[src/rtl/cpu_ctrl_pkg.sv]
// Shared types and encodings for the stack CPU control sequencer.
// Instruction classes, SYS sub-ops, jump conditions and SP control words live here.
package cpu_ctrl_pkg;

  typedef enum logic [1:0] {
    ST_RST   = 2'b00,
    ST_EXEC  = 2'b01,
    ST_EXEC2 = 2'b10,
    ST_HALT  = 2'b11
  } state_e;

  typedef enum logic [1:0] {
    CLS_LIT = 2'b00,
    CLS_ALU = 2'b01,
    CLS_JMP = 2'b10,
    CLS_SYS = 2'b11
  } class_e;

  localparam logic [3:0] SYS_NOP  = 4'd0;
  localparam logic [3:0] SYS_PUSH = 4'd1;
  localparam logic [3:0] SYS_POP  = 4'd2;
  localparam logic [3:0] SYS_HALT = 4'd3;

  localparam logic [2:0] COND_ALWAYS = 3'b000;
  localparam logic [2:0] COND_Z      = 3'b001;
  localparam logic [2:0] COND_NZ     = 3'b010;
  localparam logic [2:0] COND_S      = 3'b011;
  localparam logic [2:0] COND_NS     = 3'b100;
  localparam logic [2:0] COND_C      = 3'b101;
  localparam logic [2:0] COND_NC     = 3'b110;
  localparam logic [2:0] COND_NEVER  = 3'b111;

  // {select, inc, dec}
  localparam logic [2:0] SP_CTRL_IDLE = 3'b000;
  localparam logic [2:0] SP_CTRL_INC  = 3'b110;
  localparam logic [2:0] SP_CTRL_DEC  = 3'b101;

  typedef struct packed {
    logic       ip_en;
    logic       ip_sel;
    logic       stk_addr_sel;
    logic       stk_w;
    logic       stk_s;
    logic [2:0] sp_ctrl;
    logic       r_w;
    logic       r_s;
    logic       t_w;
    logic       t_in;
    logic       carry_w;
    logic       instr_type;
    logic [4:0] alu_op;
    logic [1:0] jsel;
  } ctrl_t;

  function automatic logic is_two_cycle(input logic [3:0] sub_op);
    return (sub_op == SYS_PUSH) || (sub_op == SYS_POP);
  endfunction

endpackage

[src/rtl/stack_cpu_sequencer_if.sv]
// Sequencer <-> ROM/datapath signal bundle.
// master is the sequencer side, slave is the datapath/ROM side.
interface stack_cpu_sequencer_if #(
  parameter int DW = 16,
  parameter int IW = 18
);

  logic [IW-1:0] i_instruction;
  logic [DW-1:0] i_cond_val;
  logic          i_carry;
  logic          i_stall;

  logic          o_ip_en;
  logic          o_ip_sel;
  logic          o_stk_addr_sel;
  logic          o_stk_w;
  logic          o_stk_s;
  logic [2:0]    o_sp_ctrl;
  logic          o_r_w;
  logic          o_r_s;
  logic          o_t_w;
  logic          o_t_in;
  logic          o_carry_w;
  logic          o_instr_type;
  logic [4:0]    o_alu_op;
  logic [1:0]    o_jsel;
  logic          o_halted;

  modport master (
    input  i_instruction, i_cond_val, i_carry, i_stall,
    output o_ip_en, o_ip_sel, o_stk_addr_sel, o_stk_w, o_stk_s, o_sp_ctrl,
           o_r_w, o_r_s, o_t_w, o_t_in, o_carry_w, o_instr_type, o_alu_op,
           o_jsel, o_halted
  );

  modport slave (
    output i_instruction, i_cond_val, i_carry, i_stall,
    input  o_ip_en, o_ip_sel, o_stk_addr_sel, o_stk_w, o_stk_s, o_sp_ctrl,
           o_r_w, o_r_s, o_t_w, o_t_in, o_carry_w, o_instr_type, o_alu_op,
           o_jsel, o_halted
  );

endinterface

[src/rtl/cond_eval.sv]
// Jump condition evaluator: derives Z/S/C from the flag-mux value and carry,
// then matches them against the 3-bit condition code.
module cond_eval
  import cpu_ctrl_pkg::*;
#(
  parameter int DW = 16
) (
  input  logic [DW-1:0] cond_val,
  input  logic          carry,
  input  logic [2:0]    cond,
  output logic          taken
);

  logic zero;
  logic sign;

  assign zero = (cond_val == '0);
  assign sign = cond_val[DW-1];

  always_comb begin
    // NOTE: default assignment first so every path drives taken; no latch.
    taken = 1'b0;
    unique case (cond)
      COND_ALWAYS: taken = 1'b1;
      COND_Z:      taken = zero;
      COND_NZ:     taken = !zero;
      COND_S:      taken = sign;
      COND_NS:     taken = !sign;
      COND_C:      taken = carry;
      COND_NC:     taken = !carry;
      COND_NEVER:  taken = 1'b0;
    endcase
  end

endmodule

[src/rtl/stack_cpu_sequencer.sv]
// Multi-cycle control sequencer for the 16-bit stack CPU: decodes the ROM word
// and drives every datapath strobe from a RST/EXEC/EXEC2/HALT state machine.
module stack_cpu_sequencer
  import cpu_ctrl_pkg::*;
#(
  parameter int DW = 16,
  parameter int IW = 18
) (
  input  logic                  i_clock,
  input  logic                  i_reset_n,
  stack_cpu_sequencer_if.master bus
);

  state_e state_q, state_d;
  logic   rel_q, rel_d;

  class_e     cls;
  logic [3:0] sub_op;
  logic [2:0] cond;
  logic       taken;
  logic       stall;
  logic       unused_payload;
  ctrl_t      dec;
  ctrl_t      ctrl;

  assign cls            = class_e'(bus.i_instruction[IW-1:IW-2]);
  assign sub_op         = bus.i_instruction[15:12];
  assign cond           = bus.i_instruction[15:13];
  assign stall          = bus.i_stall;
  assign unused_payload = ^bus.i_instruction[10:6];

  cond_eval #(.DW(DW)) u_cond_eval (
    .cond_val (bus.i_cond_val),
    .carry    (bus.i_carry),
    .cond     (cond),
    .taken    (taken)
  );

  // rel_q rises on the first edge after reset release; RST leaves on the next one.
  always_comb begin
    rel_d   = 1'b1;
    state_d = state_q;
    unique case (state_q)
      ST_RST: begin
        if (rel_q) state_d = ST_EXEC;
      end
      ST_EXEC: begin
        if (!stall && cls == CLS_SYS) begin
          if (is_two_cycle(sub_op))    state_d = ST_EXEC2;
          else if (sub_op == SYS_HALT) state_d = ST_HALT;
        end
      end
      ST_EXEC2: begin
        if (!stall) state_d = ST_EXEC;
      end
      ST_HALT: state_d = ST_HALT;
      default: state_d = ST_RST;
    endcase
  end

  // NOTE: sequential state uses non-blocking assignments only.
  always_ff @(posedge i_clock or negedge i_reset_n) begin
    if (!i_reset_n) begin
      state_q <= ST_RST;
      rel_q   <= 1'b0;
    end else begin
      state_q <= state_d;
      rel_q   <= rel_d;
    end
  end

  // Decode: RST and HALT leave everything at zero.
  always_comb begin
    dec = '0;
    if (state_q == ST_EXEC || state_q == ST_EXEC2) dec.instr_type = (cls != CLS_ALU);

    unique case (state_q)
      ST_EXEC: begin
        unique case (cls)
          CLS_LIT: begin
            dec.t_in  = 1'b1;
            dec.t_w   = 1'b1;
            dec.ip_en = 1'b1;
          end
          CLS_ALU: begin
            dec.alu_op  = bus.i_instruction[4:0];
            dec.carry_w = bus.i_instruction[5];
            dec.r_w     = 1'b1;
            dec.ip_en   = 1'b1;
          end
          CLS_JMP: begin
            dec.jsel   = bus.i_instruction[12:11];
            dec.ip_sel = taken;
            dec.ip_en  = 1'b1;
          end
          CLS_SYS: begin
            case (sub_op)
              SYS_PUSH: dec.sp_ctrl = SP_CTRL_INC;
              SYS_POP: begin
                dec.stk_s = 1'b1;
                dec.t_in  = 1'b0;
                dec.t_w   = 1'b1;
              end
              SYS_HALT: dec.ip_en = 1'b0;
              default:  dec.ip_en = 1'b1;
            endcase
          end
        endcase
      end
      ST_EXEC2: begin
        // The ROM word is still the PUSH/POP since IP has not advanced yet.
        if (cls == CLS_SYS && sub_op == SYS_PUSH) begin
          dec.r_s   = 1'b1;
          dec.stk_w = 1'b1;
          dec.ip_en = 1'b1;
        end else if (cls == CLS_SYS && sub_op == SYS_POP) begin
          dec.sp_ctrl = SP_CTRL_DEC;
          dec.ip_en   = 1'b1;
        end else begin
          dec.ip_en = 1'b1;
        end
      end
      default: dec = '0;
    endcase
  end

  // Stall suppresses every write/step strobe but leaves the mux selects alone.
  always_comb begin
    ctrl = dec;
    if (stall) begin
      ctrl.ip_en        = 1'b0;
      ctrl.stk_w        = 1'b0;
      ctrl.r_w          = 1'b0;
      ctrl.t_w          = 1'b0;
      ctrl.carry_w      = 1'b0;
      ctrl.sp_ctrl[1:0] = 2'b00;
    end
  end

  assign bus.o_ip_en        = ctrl.ip_en;
  assign bus.o_ip_sel       = ctrl.ip_sel;
  assign bus.o_stk_addr_sel = ctrl.stk_addr_sel;
  assign bus.o_stk_w        = ctrl.stk_w;
  assign bus.o_stk_s        = ctrl.stk_s;
  assign bus.o_sp_ctrl      = ctrl.sp_ctrl;
  assign bus.o_r_w          = ctrl.r_w;
  assign bus.o_r_s          = ctrl.r_s;
  assign bus.o_t_w          = ctrl.t_w;
  assign bus.o_t_in         = ctrl.t_in;
  assign bus.o_carry_w      = ctrl.carry_w;
  assign bus.o_instr_type   = ctrl.instr_type;
  assign bus.o_alu_op       = ctrl.alu_op;
  assign bus.o_jsel         = ctrl.jsel;
  assign bus.o_halted       = (state_q == ST_HALT);

endmodule

[src/flat_wrapper.sv]
// flat-port wrapper written by rule: the top's interface ports become plain ports
module stack_cpu_sequencer_flat import cpu_ctrl_pkg::*;
#(
  parameter int DW = 16,
  parameter int IW = 18
)
  (i_clock, i_reset_n, bus_i_instruction, bus_i_cond_val, bus_i_carry, bus_i_stall, bus_o_ip_en, bus_o_ip_sel, bus_o_stk_addr_sel, bus_o_stk_w, bus_o_stk_s, bus_o_sp_ctrl, bus_o_r_w, bus_o_r_s, bus_o_t_w, bus_o_t_in, bus_o_carry_w, bus_o_instr_type, bus_o_alu_op, bus_o_jsel, bus_o_halted);
  stack_cpu_sequencer_if #(.DW(DW), .IW(IW)) bus_i ();
  input  logic i_clock;
  input  logic i_reset_n;
  input wire logic [$bits(bus_i.i_instruction)-1:0] bus_i_instruction;
  input wire logic [$bits(bus_i.i_cond_val)-1:0] bus_i_cond_val;
  input wire logic [$bits(bus_i.i_carry)-1:0] bus_i_carry;
  input wire logic [$bits(bus_i.i_stall)-1:0] bus_i_stall;
  output wire logic [$bits(bus_i.o_ip_en)-1:0] bus_o_ip_en;
  output wire logic [$bits(bus_i.o_ip_sel)-1:0] bus_o_ip_sel;
  output wire logic [$bits(bus_i.o_stk_addr_sel)-1:0] bus_o_stk_addr_sel;
  output wire logic [$bits(bus_i.o_stk_w)-1:0] bus_o_stk_w;
  output wire logic [$bits(bus_i.o_stk_s)-1:0] bus_o_stk_s;
  output wire logic [$bits(bus_i.o_sp_ctrl)-1:0] bus_o_sp_ctrl;
  output wire logic [$bits(bus_i.o_r_w)-1:0] bus_o_r_w;
  output wire logic [$bits(bus_i.o_r_s)-1:0] bus_o_r_s;
  output wire logic [$bits(bus_i.o_t_w)-1:0] bus_o_t_w;
  output wire logic [$bits(bus_i.o_t_in)-1:0] bus_o_t_in;
  output wire logic [$bits(bus_i.o_carry_w)-1:0] bus_o_carry_w;
  output wire logic [$bits(bus_i.o_instr_type)-1:0] bus_o_instr_type;
  output wire logic [$bits(bus_i.o_alu_op)-1:0] bus_o_alu_op;
  output wire logic [$bits(bus_i.o_jsel)-1:0] bus_o_jsel;
  output wire logic [$bits(bus_i.o_halted)-1:0] bus_o_halted;
  assign bus_i.i_instruction = bus_i_instruction;
  assign bus_i.i_cond_val = bus_i_cond_val;
  assign bus_i.i_carry = bus_i_carry;
  assign bus_i.i_stall = bus_i_stall;
  assign bus_o_ip_en = bus_i.o_ip_en;
  assign bus_o_ip_sel = bus_i.o_ip_sel;
  assign bus_o_stk_addr_sel = bus_i.o_stk_addr_sel;
  assign bus_o_stk_w = bus_i.o_stk_w;
  assign bus_o_stk_s = bus_i.o_stk_s;
  assign bus_o_sp_ctrl = bus_i.o_sp_ctrl;
  assign bus_o_r_w = bus_i.o_r_w;
  assign bus_o_r_s = bus_i.o_r_s;
  assign bus_o_t_w = bus_i.o_t_w;
  assign bus_o_t_in = bus_i.o_t_in;
  assign bus_o_carry_w = bus_i.o_carry_w;
  assign bus_o_instr_type = bus_i.o_instr_type;
  assign bus_o_alu_op = bus_i.o_alu_op;
  assign bus_o_jsel = bus_i.o_jsel;
  assign bus_o_halted = bus_i.o_halted;
  stack_cpu_sequencer #(.DW(DW), .IW(IW)) u_core (.i_clock(i_clock), .i_reset_n(i_reset_n), .bus(bus_i));
endmodule
[config.mk]
export PLATFORM = sky130hd
export DESIGN_NAME = stack_cpu_sequencer_flat
export DESIGN_NICKNAME = d
export VERILOG_FILES = /design/src/rtl/cpu_ctrl_pkg.sv /design/src/rtl/stack_cpu_sequencer_if.sv /design/src/rtl/cond_eval.sv /design/src/rtl/stack_cpu_sequencer.sv /design/src/flat_wrapper.sv
export SDC_FILE = /design/constraint.sdc
export NUM_CORES = 1
export LEC_CHECK = 0
export CORE_MARGIN = 1.5
export CORE_UTILIZATION = 28
export DETAILED_ROUTE_END_ITERATION = 10
export GPL_ROUTABILITY_DRIVEN = 0
export PLACE_DENSITY_LB_ADDON = 0.3
export SETUP_SLACK_MARGIN = 0.05
export SLEW_MARGIN = 10
export SYNTH_ARGS = -nofsm -noshare
export SYNTH_HDL_FRONTEND = slang
export SYNTH_HIERARCHICAL = 1
export SYNTH_SLANG_ARGS = --single-unit
[constraint.sdc]
create_clock -name i_clock -period 2 [get_ports i_clock]
set_input_delay 0.4 -clock i_clock [delete_from_list [all_inputs] [get_ports i_clock]]
set_output_delay 0.4 -clock i_clock [all_outputs]
set_load 0.005 [all_outputs]
**Word level (Yosys, flattened, before mapping)**

Cells that the tools add are included.

- Equal/unequal tests: 21
- Reduce and logical (&&, ||, !) cells: 17
- Mux-type cells: 37

Operators with widths:

| operator | number |
|---|---|
| logical NOT 16 bit | 1 |
| 2-to-1 mux 1 bit | 16 |
| 2-to-1 mux 3 bit | 5 |
| 2-to-1 mux 2 bit | 7 |
| == test 3 bit, second input constant | 4 |
| == test 2 bit, second input constant | 4 |
| == test 4 x 2 -> 1 bit, second input constant | 2 |
| case mux 1 bit (8 select lines) | 1 |
| case mux 2 bit (4 select lines) | 1 |
| 2-to-1 mux 7 bit | 1 |
| == test 3 x 2 -> 1 bit, second input constant | 2 |
| inequality test 2 x 1 -> 1 bit, second input constant | 3 |
| case mux 3 bit (2 select lines) | 1 |
| OR reduction 3 bit | 2 |
| 2-to-1 mux 5 bit | 1 |
| == test 2 x 1 -> 1 bit, second input constant | 2 |
| == test 4 x 1 -> 1 bit, second input constant | 1 |
| logical NOT 1 bit | 4 |
| logical NOT 2 bit | 2 |
| 2-to-1 mux 4 bit | 1 |
| case mux 1 bit (2 select lines) | 2 |
| case mux 2 bit (2 select lines) | 1 |
| AND reduction 4 bit | 1 |
| == test 3 x 1 -> 1 bit, second input constant | 1 |
| 6 further kinds | 9 |

- Bits in registers: 3
- Output and inout bits: 22

**Longest topological paths before layout**

- Depth after elaboration: 6
- Mapped depth: 6

**Hierarchy**

The synthesis kept the hierarchy.

Modules (own cells, without submodules):

| module | cells an instance | area an instance (um^2) | instances |
|---|---|---|---|
| stack_cpu_sequencer | 59 | 474.2 | 1 |
| cond_eval | 14 | 103.8 | 1 |

**Worst setup path after synthesis**

OpenSTA, ideal clock, no wires.

- Kind: in2out
- Start point: in bus_i_instruction[16]
- End point: out bus_o_sp_ctrl[2]
- Arrival time: 1.371 ns
- Cell stages on the path: 5
- Path slack: 0.229 ns
- Path through: ha_1 -> or3b_4 -> nor3b_2 -> nand2_1 -> a21boi_2

- Longest elaborated chain between the ends: 5

RTL lines:

| element | line | text |
|---|---|---|
| start, declared | flat_wrapper.sv:11 | `input wire logic [$bits(bus_i.i_instruction)-1:0] bus_i_instruction;` |
| == test 2 bit (*) | stack_cpu_sequencer.sv:79, stack_cpu_sequencer.sv:112, stack_cpu_sequencer.sv:116 |  |
| logical AND 1 bit | stack_cpu_sequencer.sv:116 | `end else if (cls == CLS_SYS && sub_op == SYS_POP) begin` |
| 2-to-1 mux 3 bit | stack_cpu_sequencer.sv:116 |  |
| 2-to-1 mux 3 bit | stack_cpu_sequencer.sv:112 | `if (cls == CLS_SYS && sub_op == SYS_PUSH) begin` |
| case mux 3 bit (2 select lines) (*) | stack_cpu_sequencer.sv:77 | `unique case (state_q)` |
| end, declared | flat_wrapper.sv:20 | `output wire logic [$bits(bus_i.o_sp_ctrl)-1:0] bus_o_sp_ctrl;` |

Mark *: on every way between the ends. The rest lies on a longest branch, timed or not.

**Worst setup path in the final report**

Same ends and word-level chain as after synthesis.

==> run summary <==
The hold violation count in the final report was 0. The global-route wire length before repair is 3.601 mm. In this run the standard cell core region covers 0.001962 sq mm.

Yosys mapped the design onto 32 distinct sky130hd cell types. The total number of H-tree levels is 1. Kind of end point of the critical path: a primary output. The mean instance size in the synthesized netlist was 7.919 sq um.

The initial antenna violation count was 0; the cell row count was 16. The flow ran to the end, but the final reports show violations. The slowest library cell on the worst path is or3b_4.

The final cell utilization of the core was 72.45%; the least setup slack across all paths after layout was -0.1238 ns. The later pin in the worst-skew pair is clocked with a latency of 0.23 ns. The power after layout is 0.0006029 W. For this run, the detailed router's first-pass iteration total came to 4.

Once the floorplan was initialized, standard cells occupied 29.46% of the core. After global routing the overflow that remains totals 0. For the total number of vias, the log shows 816.

TritonCTS built the clock tree. Setup repair after global routing could not meet its margin everywhere. Power spread over the standard cell area amounts to 424.2 mW/mm^2.

Entering global routing, the biggest net connects 9 pins. IR analysis of the VDD net gives a maximum drop of 363.2 uV. For the leakage power summed over all cells, the log shows 0.6988 nW. The number of clock buffers inserted by TritonCTS was 3; the number of top-level design ports was 60. At the worst endpoint, the arrival time is 1.72 ns.

The residual DRC count was 0. The final period utilization is 106.2%. For the worst slack at placement, the log shows -0.8626 ns. The max-capacitance violation count came out at 0. The register area came out at 75.07 sq um. The die width is 48.44 um. The number of global-route vias before repair came out at 800. In the layout the commonest cells are buf_4, buf_2, dlygate4sd2_1, buf_6, clkdlybuf4s50_1. The mean number of vias per cell was 4.584; the footprint of the multi-input gates was 623.1 sq um. For the total nets after synthesis, the log shows 119.

The first routing iteration left 10 violations. The logs give 6 for the Yosys warning count and 12.99% for the sequential-to-total area share from yosys stat. The area growth from synthesis to layout is 145.9%.

Cells with a size suffix above 1 make up 53.64% of the layout. The placed wire-length estimate after detailed placement came out at 1.682 mm. The layout has 158 filler cells. Walking the worst path, the cells encountered are buf_8, ha_4, or3b_4, nor3b_4, nand2_2, buf_6, a21boi_2, buf_2. The deepest clock path buffer count came out at 2. The cell sitting at the root of the clock tree is a clkbuf_4. The net count of the finished layout was 198; the buffering stage count on the worst path with inverters included was 3.

The overall routed net length came out at 2.351 mm. After clock tree synthesis, the clock-pin slew on the worst setup and hold paths is 0.04 ns. The synthesized area is 578.1 sq um, and the y dimension of the die is 48.44 um. The count of final max-slew check failures was 0; the flip-flop and latch count after synthesis was 3. The final reports fail on setup timing. The routed length per placed instance was 13.21 um.

The minimum period implied by the final worst setup slack was 2.124 ns; the count of final setup violators was 4. Based on the critical path, the design can be clocked at up to 0.4709 GHz. The delay of the slowest cell on the worst path was 0.41 ns. The tightest min-delay check is of the in2async type. The worst setup path is launched from a primary input. On the critical path the largest part of the delay comes from simple AND/OR/NAND/NOR gates. The number of standard cells after synthesis came out at 73. The global-route usage over all layers was 19.38%; the required time at the worst-slack endpoint was 1.60 ns. Count of buffers inserted at the top-level ports: 53.

Number of clock sinks seen by CTS: 3. The leading cell type in the layout, fill and taps excluded was buf_4. On the final layout, the worst clock skew is 0.0008003 ns.

The antenna diode count is 0. The setup path with the least slack is of type in2out. The number of nets still failing antenna checks after routing is 0. The die covers 0.002346 sq mm. Along the worst path, the maximum fanout reaches 3.
[metrics by stage]
stage / instances / hold slack (ns) / setup TNS [ns] / instance area, sq um
after CTS: 178 / 0.3400 / -0.1610 / 1344
final: 178 / 0.3475 / -0.3475 / 1421
after floorplan: 73 / 0.1044 / 0 / 578.1
after detailed placement: 168 / 0.5902 / -11.76 / 1259
after global placement: 168 / 0.5844 / -11.18 / 1259
after global routing: 178 / 0.3515 / -0.5209 / 1421
[cell families (layout without fill, tap and decap cells)]
family / count (synthesis) / in the layout / synth area share, %
AND/OR/NAND/NOR: 38 / 38 / 44.16
AO/OA/AOI/OAI: 11 / 11 / 14.50
buffers and inverters: 9 / 87 / 6.494
adder cells (fa/ha/maj): 8 / 8 / 17.32
flip-flops: 3 / 3 / 12.99
other: 2 / 2 / 1.299
XOR/XNOR: 1 / 1 / 1.515
multiplexers: 1 / 1 / 1.732
[where the power goes]
part	total (W)	internal [W]	leakage (nW)	switching, W
combinational	0.000422	0.000243	0.654	0.000179
clock	0.000105	0.0000747	0.0150	0.0000305
sequential	0.0000754	0.0000704	0.0299	0.00000502
[routing by layer]
metal	vias to the layer above	part of all wire [%]	global-route usage, %
li1	410	-	-
met1	367	42	23.12
met2	37	50	33.56
met3	2	7.3	4.938
met4	0	0.60	7.143
met5	-	0	0
[sequential cells by signal, summed over array words and instances, names as in the netlist]
name	count
u_core/rel_q	1
u_core/state_q	2
[what timing repair did]
action / in CTS / in global routing
gates resized for setup: 143 / 19
hold buffers: 0 / 0
endpoints found under the setup margin: 20 / 9
pin swaps: 21 / 12
setup buffers: 6 / 0
[final timing paths]
check | from | cells after the start | end | slack [ns]
setup / recovery | bus_i_instruction[16] | 8 | bus_o_sp_ctrl[2] | -0.12
hold reg to reg | u_core/state_q[1] | 2 | u_core/state_q[1] | 0.66
hold / removal | i_reset_n | 1 | u_core/state_q[1] | 0.35
max in group asynchronous | i_reset_n | 1 | u_core/rel_q | 1.52
setup reg to reg | u_core/state_q[0] | 7 | u_core/state_q[0] | 0.51
min in group i_clock | bus_i_instruction[15] | 4 | u_core/state_q[0] | 0.64
[worst reg2reg max path: stages, from the launching register on]
cell        delay [ns]
dfrtp_1           0.35
buf_6             0.11
clkinvlp_4        0.13
ha_4              0.21
o21ai_1           0.10
o21ai_1           0.08
and2b_1           0.22
mux2i_1           0.20
[cells in the mapped netlist]
library cell  count  area [sq um]
dfrtp_1           3         75.07
nor2b_1           1         6.260
and3_2            1         7.510
o22a_1            1         8.760
a21oi_1           2         10.01
nor3_2            1         10.01
nand2_1           4         15.01
o221ai_2          1         15.01
and2_1            3         18.77
nand2b_1          2         12.51
or3b_4            1         11.26
a21boi_2          1         11.26
and3_1            8         50.05
nor3b_1           1         7.510
conb_1            2         7.510
buf_4             1         7.510
o21ai_1           3         15.01
o21ai_2           1         8.760
o21ai_0           1         5.000
and2_2            1         7.510
clkbuf_1          1         3.750
nor2_1            5         18.77
inv_1             7         26.28
nor4_2            2         25.02
o32a_1            1         10.01
nand4_1           1         6.260
mux2i_1           1         10.01
ha_1              8         100.1
nor4_1            3         18.77
and2b_1           2         15.01
nor3b_2           2         25.02
xnor2_1           1         8.760
[cell type report]
type | instances | area share, %
Multi-Input combinational cell | 61 | 43.84
Clock buffer | 4 | 1.849
Timing Repair Buffer | 76 | 44.54
Sequential cell | 3 | 5.282
Inverter | 7 | 2.113
Tap cell | 27 | 2.377
Power figures use the tool's default switching activity.
